--- src/rtl/operand_sequencer_if.sv ---
// Control and address bundle between the operand sequencer and its controller.
// Signal names carry the sequencer's own direction view.
interface operand_sequencer_if;
    logic       start_i;
    logic       stop_i;
    logic       auto_i;
    logic       step_i;
    logic [2:0] addr_a_o;
    logic [2:0] addr_b_o;
    logic       pair_valid_o;
    logic       tick_o;
    logic [1:0] state_o;
    logic       done_o;

    modport slave (
        input  start_i, stop_i, auto_i, step_i,
        output addr_a_o, addr_b_o, pair_valid_o, tick_o, state_o, done_o
    );

    modport master (
        output start_i, stop_i, auto_i, step_i,
        input  addr_a_o, addr_b_o, pair_valid_o, tick_o, state_o, done_o
    );
endinterface

--- src/rtl/operand_sequencer.sv ---
// Scans operand address pairs (a, b) in row-major order, either free-running off a
// prescaler tick or advanced one pair per debounced push-button edge.
module operand_sequencer #(
    parameter int unsigned DIV_MAX   = 24_999_999,
    parameter int unsigned ADDR_LAST = 6
) (
    input logic                 clk_i,
    input logic                 rst_ni,
    operand_sequencer_if.slave  bus
);

    localparam int unsigned CntW   = (DIV_MAX > 0) ? $clog2(DIV_MAX + 1) : 1;
    localparam logic [CntW-1:0] CntMax = CntW'(DIV_MAX);
    localparam logic [2:0]      Last   = 3'(ADDR_LAST);

    typedef enum logic [1:0] {
        StIdle  = 2'b00,
        StRun   = 2'b01,
        StPause = 2'b10,
        StDone  = 2'b11
    } state_e;

    state_e          state_q, state_d;
    logic [2:0]      addr_a_q, addr_a_d;
    logic [2:0]      addr_b_q, addr_b_d;
    logic            pv_q, pv_d;
    logic            tick_q, tick_d;
    logic [CntW-1:0] cnt_q, cnt_d;
    logic            step_q1, step_q2, step_q3;
    logic            step_edge;
    logic            advance;

    assign step_edge = step_q2 & ~step_q3;

    always_comb begin
        state_d  = state_q;
        addr_a_d = addr_a_q;
        addr_b_d = addr_b_q;
        pv_d     = 1'b0;
        cnt_d    = '0;
        advance  = 1'b0;
        tick_d   = (state_q == StRun) && (cnt_q == CntMax);

        case (state_q)
            StIdle, StDone: begin
                if (bus.start_i && !bus.stop_i) begin
                    addr_a_d = 3'd0;
                    addr_b_d = 3'd0;
                    pv_d     = 1'b1;
                    state_d  = bus.auto_i ? StRun : StPause;
                end
            end
            StRun: begin
                if (bus.stop_i) begin
                    state_d = StPause;
                end else begin
                    cnt_d   = tick_d ? '0 : cnt_q + 1'b1;
                    advance = tick_d;
                end
            end
            StPause: begin
                // start wins over a coincident step edge; the step is simply lost
                if (!bus.stop_i) begin
                    if (bus.start_i) begin
                        if (bus.auto_i) state_d = StRun;
                    end else begin
                        advance = step_edge;
                    end
                end
            end
            default: state_d = StIdle;
        endcase

        if (advance) begin
            if (addr_a_q == Last && addr_b_q == Last) begin
                state_d = StDone;
            end else begin
                pv_d = 1'b1;
                if (addr_b_q == Last) begin
                    addr_b_d = 3'd0;
                    addr_a_d = addr_a_q + 3'd1;
                end else begin
                    addr_b_d = addr_b_q + 3'd1;
                end
            end
        end
    end

    always_ff @(posedge clk_i or negedge rst_ni) begin
        if (!rst_ni) begin
            state_q  <= StIdle;
            addr_a_q <= 3'd0;
            addr_b_q <= 3'd0;
            pv_q     <= 1'b0;
            tick_q   <= 1'b0;
            cnt_q    <= '0;
            step_q1  <= 1'b0;
            step_q2  <= 1'b0;
            step_q3  <= 1'b0;
        end else begin
            state_q  <= state_d;
            addr_a_q <= addr_a_d;
            addr_b_q <= addr_b_d;
            pv_q     <= pv_d;
            tick_q   <= tick_d;
            cnt_q    <= cnt_d;
            step_q1  <= bus.step_i;
            step_q2  <= step_q1;
            step_q3  <= step_q2;
        end
    end

    assign bus.addr_a_o     = addr_a_q;
    assign bus.addr_b_o     = addr_b_q;
    assign bus.pair_valid_o = pv_q;
    assign bus.tick_o       = tick_q;
    assign bus.state_o      = state_q;
    assign bus.done_o       = (state_q == StDone);

endmodule

--- src/flat_wrapper.sv ---
// flat-port wrapper written by rule: the top's interface ports become plain ports
module operand_sequencer_flat 
#(
    parameter int unsigned DIV_MAX   = 24_999_999,
    parameter int unsigned ADDR_LAST = 6
)
  (clk_i, rst_ni, bus_start_i, bus_stop_i, bus_auto_i, bus_step_i, bus_addr_a_o, bus_addr_b_o, bus_pair_valid_o, bus_tick_o, bus_state_o, bus_done_o);
  operand_sequencer_if bus_i ();
  input logic clk_i;
  input logic rst_ni;
  input wire logic [$bits(bus_i.start_i)-1:0] bus_start_i;
  input wire logic [$bits(bus_i.stop_i)-1:0] bus_stop_i;
  input wire logic [$bits(bus_i.auto_i)-1:0] bus_auto_i;
  input wire logic [$bits(bus_i.step_i)-1:0] bus_step_i;
  output wire logic [$bits(bus_i.addr_a_o)-1:0] bus_addr_a_o;
  output wire logic [$bits(bus_i.addr_b_o)-1:0] bus_addr_b_o;
  output wire logic [$bits(bus_i.pair_valid_o)-1:0] bus_pair_valid_o;
  output wire logic [$bits(bus_i.tick_o)-1:0] bus_tick_o;
  output wire logic [$bits(bus_i.state_o)-1:0] bus_state_o;
  output wire logic [$bits(bus_i.done_o)-1:0] bus_done_o;
  assign bus_i.start_i = bus_start_i;
  assign bus_i.stop_i = bus_stop_i;
  assign bus_i.auto_i = bus_auto_i;
  assign bus_i.step_i = bus_step_i;
  assign bus_addr_a_o = bus_i.addr_a_o;
  assign bus_addr_b_o = bus_i.addr_b_o;
  assign bus_pair_valid_o = bus_i.pair_valid_o;
  assign bus_tick_o = bus_i.tick_o;
  assign bus_state_o = bus_i.state_o;
  assign bus_done_o = bus_i.done_o;
  operand_sequencer #(.DIV_MAX(DIV_MAX), .ADDR_LAST(ADDR_LAST)) u_core (.clk_i(clk_i), .rst_ni(rst_ni), .bus(bus_i));
endmodule
--- config.mk ---
export PLATFORM = sky130hd
export DESIGN_NAME = operand_sequencer_flat
export DESIGN_NICKNAME = d
export VERILOG_FILES = /design/src/rtl/operand_sequencer_if.sv /design/src/rtl/operand_sequencer.sv /design/src/flat_wrapper.sv
export SDC_FILE = /design/constraint.sdc
export NUM_CORES = 1
export LEC_CHECK = 0
export CORE_MARGIN = 2
export CORE_UTILIZATION = 51
export DETAILED_ROUTE_END_ITERATION = 6
export GPL_TIMING_DRIVEN = 0
export PLACE_DENSITY = 0.76
export SYNTH_ARGS = -nofsm -noshare
export SYNTH_HDL_FRONTEND = slang
export SYNTH_SLANG_ARGS = --single-unit
--- constraint.sdc ---
create_clock -name clk_i -period 4.7 [get_ports clk_i]
set_clock_uncertainty 0.1 [all_clocks]
set_input_delay 0.94 -clock clk_i [delete_from_list [all_inputs] [get_ports clk_i]]
set_output_delay 0.94 -clock clk_i [all_outputs]
set_load 0.1 [all_outputs]
==> summary.txt, run 1 <==
Worst-skew pair later-pin latency: 300 ps
Critical path capture point type: output port
CTS Hold Bufs: 0
Routed wire length: 3.958 mm
Clock Path Buffers: 2
Critical path class: reg2out
Vias in the first global route: 1,477
Crit path depth: 2
Total grt overflow: 0
Die area: 0.004330 mm²
Syn Area/Cell: 10.36 µm²
Period utilization: 66.18%
Hold wc startpoint: u_core.step_q1
Clock-pin slew on the worst setup and hold paths: 80 ps
Worst path max stage delay: 1120 ps
Nets: 223
Pleak: 1.006 nW
Starting Density: 53.21%
Yosys top cell area share: 48.81%
CP max-delay cell: clkdlybuf4s50_1
Antenna-violating nets left: 0
DR vias: 1,474
# placed instances: 252
First-pass GRT wire length: 6.596 mm
Critical-path cell list: ha_1 > clkdlybuf4s50_1
CTS Buf Count: 5
Mapped cell area: 0.001948 mm²
Ratio of cells with drive above 1 in the final layout: 8.491%
Reg2Reg Depth: 7
Peak supply drop: 0.2124 mV
Die X: 65.81 µm
Commonest cells in the netlist: 38 x dfrtp_1, 32 x nor2_1, 19 x xor2_1
Initial antenna violation count: 0
CP bufs+invs: 1
FF-to-FF setup slack: 2400 ps
Starting DRC count in detailed routing: 90
Largest net degree at the start of global routing: 39
Avg WL per Cell: 15.22 µm
Reg2reg end: u_core.bus.addr_b_o[1]
Post-Syn Instances: 188
CTS tree: yes
DR DRC count: 0
ANT cells: 0
Post-Layout Cell Count: 260
Fmax: 321.5 MHz
HP Class: reg2reg
Post-synth ARST share: 100.0%
Predominant post-synthesis flop cell: dfrtp_1
Most area-hungry cell type in the Yosys netlist: dfrtp_1
Setup violators final: 0
Max cap viols: 0
Area grow syn2layout: 16.89%
Startpoint Class: flop
GPL Wtd Cong: 0.8011
Seq cells post-synth: 38
Pins Over Slew Limit: 0
Worst slew pin tran: 968.1 ps
EDFF count, synth: 0
IO Count: 17
Setup TNS: 0 ps
Arrival time at the worst endpoint: 2070 ps
Top cells by area, synth: dfrtp_1 49%, xor2_1 8.5%, nor2_1 6.2%, ha_1 3.9%, nand3_1 3.3%
HPWL Detailed: 2.834 mm
Global Route Usage Sum: 20.33%
Most common cell in the netlist: dfrtp_1
WHS Endpoint: u_core.step_q2
RSZ-0062 raised after global routing: false
Core box area: 0.003661 mm²
Sequential area share after synthesis: 48.81%
Synth unique cells: 38
Clock tree root driver cell: clkbuf_8
Worst endpoint required time: 3660 ps
Postcts setup bufs: 0
Synth warn: 0
Rel. slew slack: 35.26%
Die Span Y: 65.81 µm
CTS H-Tree Depth: 2
Hold-critical path depth: 0
Synth Net Count: 200
Count of final hold-check violations: 0
Rows: 22
PortBufs: 16
Worst-path maximum fanout: 6
Fillers: 299
Largest delay share family, worst path: buffers and inverters
Post-CTS sizing: 0
Vias/cell: 5.669
Clock sinks: 38
Post-route minimum period: 3111 ps
First drt pass iteration count: 4
Pwr Density: 379.8 mW/mm²
CP Launch Point: u_core.bus.state_o[0]
Worst R2R Start: u_core.bus.state_o[1]
Status: completed
how the worst max path moves through the flow:
| stage | end | slack (ps) |
|---|---|---|
| floorplan | bus_done_o | 1740 |
| global placement | u_core.cnt_q[13] | 1810 |
| detailed placement | bus_done_o | 1920 |
| CTS | bus_done_o | 1580 |
| global route | bus_done_o | 1520 |
| finish | bus_done_o | 1590 |
worst reg2reg max path: cells and delay by family, from the launching register on:
family                     cells  cell delay, ps
AOI/OAI and AO/OA              3             880
adders and majority gates      1             220
buffers and inverters          1              80
DFF                            1             450
and+or+nand+nor                2             460
where the power goes:
| part | internal (mW) | leakage [nW] | total, mW | switching, mW |
|---|---|---|---|---|
| clock | 0.158 | 0.0504 | 0.280 | 0.122 |
| combinational | 0.0614 | 0.435 | 0.226 | 0.164 |
| sequential | 0.341 | 0.521 | 0.359 | 0.0185 |
| total | 0.560 | 1.01 | 0.865 | 0.305 |
sequential cells by signal, summed over array words and instances, names as in the netlist, 2 cells and up:
signal               flops
u_core.bus.addr_a_o      3
u_core.bus.addr_b_o      3
u_core.cnt_q            25
u_core.bus.state_o       2
cell families (layout without fill, tap and decap cells):
group,count (synthesis),count (layout),synth area share [%]
multiplexers,2,2,1.028
adder cells (fa/ha/maj),6,6,3.853
XOR/XNOR,23,23,10.34
AO/OA/AOI/OAI,17,17,7.194
AND/OR/NAND/NOR,91,91,25.88
flip-flops,38,38,48.81
buffers and inverters,11,35,2.890
routing by layer:
layer / track usage (%) / wire length (µm) / vias up
li1: - / - / 701
met1: 23.24 / 1633 / 725
met2: 35.61 / 2092 / 43
met3: 5.111 / 174 / 5
met4: 9.115 / 58 / 0
met5: 0 / 0 / -
layout by cell type, fill, tap and decap left out, types with 3 or more instances in the layout:
| cell | count |
|---|---|
| clkbuf_8 | 5 |
| a21oi_1 | 3 |
| nand3_1 | 13 |
| xor2_1 | 19 |
| and3_1 | 5 |
| inv_1 | 7 |
| nor2b_1 | 3 |
| dfrtp_1 | 38 |
| nor2_1 | 32 |
| ha_1 | 6 |
| clkdlybuf4s50_1 | 15 |
| and4_1 | 3 |
| xnor2_1 | 4 |
| nand4_1 | 9 |
| nand2_1 | 13 |
through the flow:
step           hold WS (ps)  setup slack, ps  utilization [%]  power (mW)  instance area [µm²]
2_1_floorplan         231.2             1742                -      0.5314                 1948
3_3_place_gp          240.3             1815            59.23      0.5829                 2168
3_5_place_dp          241.7             1918            59.09      0.5911                 2163
4_1_cts               270.2             1582            62.20      0.8705                 2277
5_1_grt               274.4             1516            62.20      0.9026                 2277
6_report              262.9             1589            62.20      0.8648                 2277
area by class of cell:
type / instances / area (µm²) / share of cell area (%)
sequential: 38 / 950.9 / 41.76
inverter: 7 / 26.28 / 1.154
clock buffer: 5 / 68.82 / 3.022
timing repair buffer: 16 / 155.1 / 6.813
clock inverter: 3 / 45.04 / 1.978
multi-input combinational: 139 / 940.9 / 41.32
buffer: 4 / 30.03 / 1.319
tap: 48 / 60.06 / 2.637
Note: power is estimated with default switching activity, not from simulation.
==> run 2: changes to the inputs <==
Settings changed: PLACE_DENSITY 0.76 to 0.79.
Clock period 4.7 ns to 2.7 ns, I/O delays scaled along.
==> summary.txt, run 2 (same netlist as run 1, synthesis figures left out) <==
Largest delay share family, worst path: buffers and inverters
Pleak: 1.031 nW (+2.5%)
CP max-delay cell: clkdlybuf4s50_1
Worst endpoint required time: 2060 ps (-1600 ps)
CTS H-Tree Depth: 2 (unchanged)
Status: completed
CP bufs+invs: 1 (unchanged)
First drt pass iteration count: 4 (unchanged)
PortBufs: 16 (unchanged)
Initial antenna violation count: 0 (unchanged)
Starting Density: 53.21% (unchanged)
Worst-skew pair later-pin latency: 290 ps (about the same)
Post-CTS sizing: 0 (unchanged)
DP Worst Slack: 322.0 ps (-1596 ps)
Setup violators final: 0 (unchanged)
Clock tree root driver cell: clkbuf_8
CTS tree: yes
Core box area: 0.003661 mm² (unchanged)
DR DRC count: 0 (unchanged)
Pins Over Slew Limit: 0 (unchanged)
Critical path class: reg2out
Rel. slew slack: 35.44% (+0.18 points)
CTS Hold Bufs: 0 (unchanged)
Clock Path Buffers: 2 (unchanged)
Critical-path cell list: clkdlybuf4s50_1
Worst slew pin tran: 965.4 ps (-2.714 ps)
Antenna-violating nets left: 0 (unchanged)
Area grow syn2layout: 16.76%
Final Cell Area: 0.002275 mm² (-0.11%)
Biggest register: u_core.cnt_q
Post-route minimum period: 2571 ps
Period utilization: 95.22%
Startpoint Class: flop
Rows: 22 (unchanged)
Commonest non-fill, non-tap cell in the layout: dfrtp_1
Starting DRC count in detailed routing: 103 (+14%)
Ratio of cells with drive above 1 in the final layout: 8.491% (unchanged)
Arrival time at the worst endpoint: 1930 ps (-140 ps)
Max cap viols: 0 (unchanged)
RSZ-0062 raised after global routing: false
Worst R2R Start: u_core.bus.state_o[1]
Peak supply drop: 0.3283 mV (+55%)
Vias/cell: 5.500 (-3.0%)
ANT cells: 0 (unchanged)
Critical path capture point type: output port
Postcts setup bufs: 0 (unchanged)
Fmax: 389.0 MHz
GPL Wtd Cong: 0.8061 (+0.62%)
Placed Instance Area: 0.002163 mm² (unchanged)
Worst-path maximum fanout: 7 (+1)
Vias in the first global route: 1,325 (-10%)
Die Span Y: 65.81 µm (unchanged)
CTS Buf Count: 5 (unchanged)
HP Class: in2async
Clock sinks: 38 (unchanged)
Die area: 0.004330 mm² (unchanged)
First-pass GRT wire length: 5.899 mm (-11%)
Avg WL per Cell: 13.32 µm (-12%)
Layout Utilization: 62.13% (-0.068 points)
HPWL Detailed: 2.386 mm (-16%)
IO Count: 17 (unchanged)
Count of final hold-check violations: 0 (unchanged)
Die X: 65.81 µm (unchanged)
Pwr Density: 650.2 mW/mm² (+71%)
Routed wire length: 3.464 mm (-12%)
Clock-pin slew on the worst setup and hold paths: 70 ps (about the same)
Largest register FFs: 25 (unchanged)
Total grt overflow: 0 (unchanged)
Setup TNS: 0 ps (unchanged)
Global Route Usage Sum: 18.05% (-2.3 points)
Largest net degree at the start of global routing: 39 (unchanged)
Nets: 223 (unchanged)
DR vias: 1,430 (-3.0%)
CP Launch Point: u_core.bus.state_o[1]
Worst path max stage delay: 1170 ps (+50 ps)
Final worst slack: 129.1 ps (-1460 ps)
Most frequent cells in the layout: 38 x dfrtp_1, 32 x nor2_1, 19 x xor2_1
-- run 2: path summary, 6_finish.rpt --
kind | to | slack [ps] | depth (start not counted)
worst max register to register | u_core.bus.addr_b_o[1] | 460 | 7
worst min register to register | u_core.step_q2 | 260 | 0
worst max-delay path | bus_state_o[1] | 130 | 1
worst min-delay path | u_core.cnt_q[0] | 240 | 1
max in group asynchronous | u_core.cnt_q[3] | 1750 | 1
min in group clk_i | u_core.step_q2 | 260 | 0
-- run 2: metal layers --
metal,global-route usage (%),vias to the layer above,routed length [µm]
li1,-,699,-
met1,25.08,698,1665
met2,27.02,24,1623
met3,3.748,9,106
met4,8.333,0,68
met5,0,-,0
-- run 2: layout make-up --
class	count	area, µm²
buffer	4	30.03
clock buffer	5	68.82
clock inverter	3	40.04
fill	302	1386
inverter	7	26.28
multi-input combinational	139	940.9
sequential	38	950.9
tap	48	60.06
timing repair buffer	16	157.7
-- run 2: metrics by stage --
step / total power, mW / hold slack (ps) / std cells
2_1_floorplan: 0.9250 / 144.4 / 188
3_3_place_gp: 1.020 / 232.2 / 252
3_5_place_dp: 1.022 / 237.2 / 252
4_1_cts: 1.487 / 263.2 / 260
5_1_grt: 1.545 / 270.8 / 260
6_report: 1.479 / 240.6 / 260
-- run 2: power breakdown --
group	internal (mW)	switching, mW
combinational	0.106	0.281
clock	0.272	0.194
sequential	0.593	0.0326
total	0.971	0.508
==> run 3: changes to the inputs <==
Settings changed: CAP_MARGIN set to 20, SLEW_MARGIN set to 20.
==> summary.txt, run 3 (same netlist as run 1, synthesis figures left out) <==
Status: completed
Period utilization: 95.04% (-0.18 points)
Setup violators final: 0 (unchanged)
Worst-skew pair later-pin latency: 280 ps (about the same)
Pwr Density: 618.1 mW/mm² (-4.9%)
Largest net degree at the start of global routing: 27 (-31%)
RSZ-0062 raised after global routing: false
Max cap viols: 0 (unchanged)
Antenna-violating nets left: 0 (unchanged)
Die Span Y: 65.81 µm (unchanged)
HP Class: in2async
CTS Buf Count: 5 (unchanged)
Total grt overflow: 0 (unchanged)
Clock Path Buffers: 2 (unchanged)
Count of final hold-check violations: 0 (unchanged)
Peak supply drop: 0.2981 mV (-9.2%)
Startpoint Class: flop
Clock-pin slew on the worst setup and hold paths: 70 ps (about the same)
Worst path max stage delay: 1170 ps (about the same)
Routed wire length: 3.564 mm (+2.9%)
Setup TNS: 0 ps (unchanged)
Clock sinks: 38 (unchanged)
DR DRC count: 0 (unchanged)
CTS tree: yes
CTS H-Tree Depth: 2 (unchanged)
Die X: 65.81 µm (unchanged)
Starting Density: 53.21% (unchanged)
Global Route Usage Sum: 18.41% (+0.37 points)
Initial antenna violation count: 0 (unchanged)
Placed Instance Area: 0.002183 mm² (+0.93%)
Starting DRC count in detailed routing: 102 (-0.97%)
First drt pass iteration count: 4 (unchanged)
Post-Layout Cell Count: 261 (+0.38%)
Core box area: 0.003661 mm² (unchanged)
CP max-delay cell: clkdlybuf4s50_1
Vias/cell: 5.410 (-1.6%)
Worst R2R Start: u_core.bus.state_o[1]
GPL Wtd Cong: 0.8061 (unchanged)
Commonest non-fill, non-tap cell in the layout: dfrtp_1
Ratio of cells with drive above 1 in the final layout: 8.451% (-0.040 points)
Clock tree root driver cell: clkbuf_8
CP bufs+invs: 1 (unchanged)
IO Count: 17 (unchanged)
Worst-path maximum fanout: 7 (unchanged)
Most frequent cells in the layout: 38 x dfrtp_1, 32 x nor2_1, 19 x xor2_1
CTS Hold Bufs: 0 (unchanged)
Vias in the first global route: 1,320 (-0.38%)
Area grow syn2layout: 16.89%
Fmax: 389.7 MHz (+0.19%)
DR vias: 1,412 (-1.3%)
Pleak: 1.031 nW (about the same)
Post-CTS sizing: 0 (unchanged)
Largest register FFs: 25 (unchanged)
Worst endpoint required time: 2060 ps (about the same)
First-pass GRT wire length: 6.009 mm (+1.9%)
ANT cells: 0 (unchanged)
Die area: 0.004330 mm² (unchanged)
Rows: 22 (unchanged)
Avg WL per Cell: 13.66 µm (+2.5%)
Nets: 224 (+0.45%)
Largest delay share family, worst path: buffers and inverters
Critical-path cell list: clkdlybuf4s50_1
Critical path capture point type: output port
Pins Over Slew Limit: 0 (unchanged)
PortBufs: 16 (unchanged)
Biggest register: u_core.cnt_q
Post-route minimum period: 2566 ps (-4.864 ps)
# placed instances: 253 (+0.40%)
Fillers: 314 (+4.0%)
HPWL Detailed: 2.494 mm (+4.5%)
CP Launch Point: u_core.bus.state_o[1]
Worst slew pin tran: 965.4 ps (unchanged)
Critical path class: reg2out
Rel. slew slack: 35.44% (unchanged)
Arrival time at the worst endpoint: 1930 ps (about the same)
Final Cell Area: 0.002277 mm² (+0.11%)
Postcts setup bufs: 0 (unchanged)
-- run 3: changes by cell type in the layout (fill, tap and decap cells not counted), sizes merged --
cell and change:
clkinv -1, clkbuf +2, buf +1, bufinv -1
-- run 3: final timing paths --
| check | cells after the start | endpoint | slack [ps] |
|---|---|---|---|
| max | 1 | bus_state_o[1] | 130 |
| min | 1 | u_core.cnt_q[18] | 30 |
| max reg2reg | 8 | u_core.cnt_q[16] | 370 |
| min reg2reg | 0 | u_core.step_q2 | 250 |
| max in group asynchronous | 2 | u_core.cnt_q[14] | 2050 |
| min in group clk_i | 0 | u_core.step_q2 | 250 |
-- run 3: layer usage --
layer	share of wire (%)	vias up	global-route usage [%]
li1	-	698	-
met3	3.0	5	4.600
met2	48	24	29.29
met1	47	685	24.19
met5	0	-	0
met4	1.7	0	7.031
-- run 3: through the flow --
stage / hold WS (ps) / total power, mW / util (%) / worst slack [ps]
after floorplan: 144.4 / 0.9250 / - / 67.00
after global placement: 232.2 / 1.020 / 59.23 / 154.8
after detailed placement: 237.2 / 1.026 / 59.64 / 321.3
after CTS: 33.16 / 1.417 / 62.13 / 5.715
after global routing: 38.51 / 1.478 / 62.20 / 83.93
final: 30.64 / 1.408 / 62.20 / 133.9
-- run 3: layout make-up --
class                   instances  area, µm²  share of cell area (%)
well taps                      48      60.06                   2.637
clock buffers                   7      86.33                   3.791
repair buffers                 17      177.7                   7.802
multi-input cells             139      940.9                   41.32
plain buffers                   4      30.03                   1.319
flip-flops and latches         38      950.9                   41.76
clock inverters                 1      5.005                  0.2198
inverters                       7      26.28                   1.154
-- run 3: power breakdown --
group          switching, mW  internal [mW]
clock network          0.183          0.206
registers             0.0325          0.593
logic                  0.283          0.109
total                  0.499          0.909
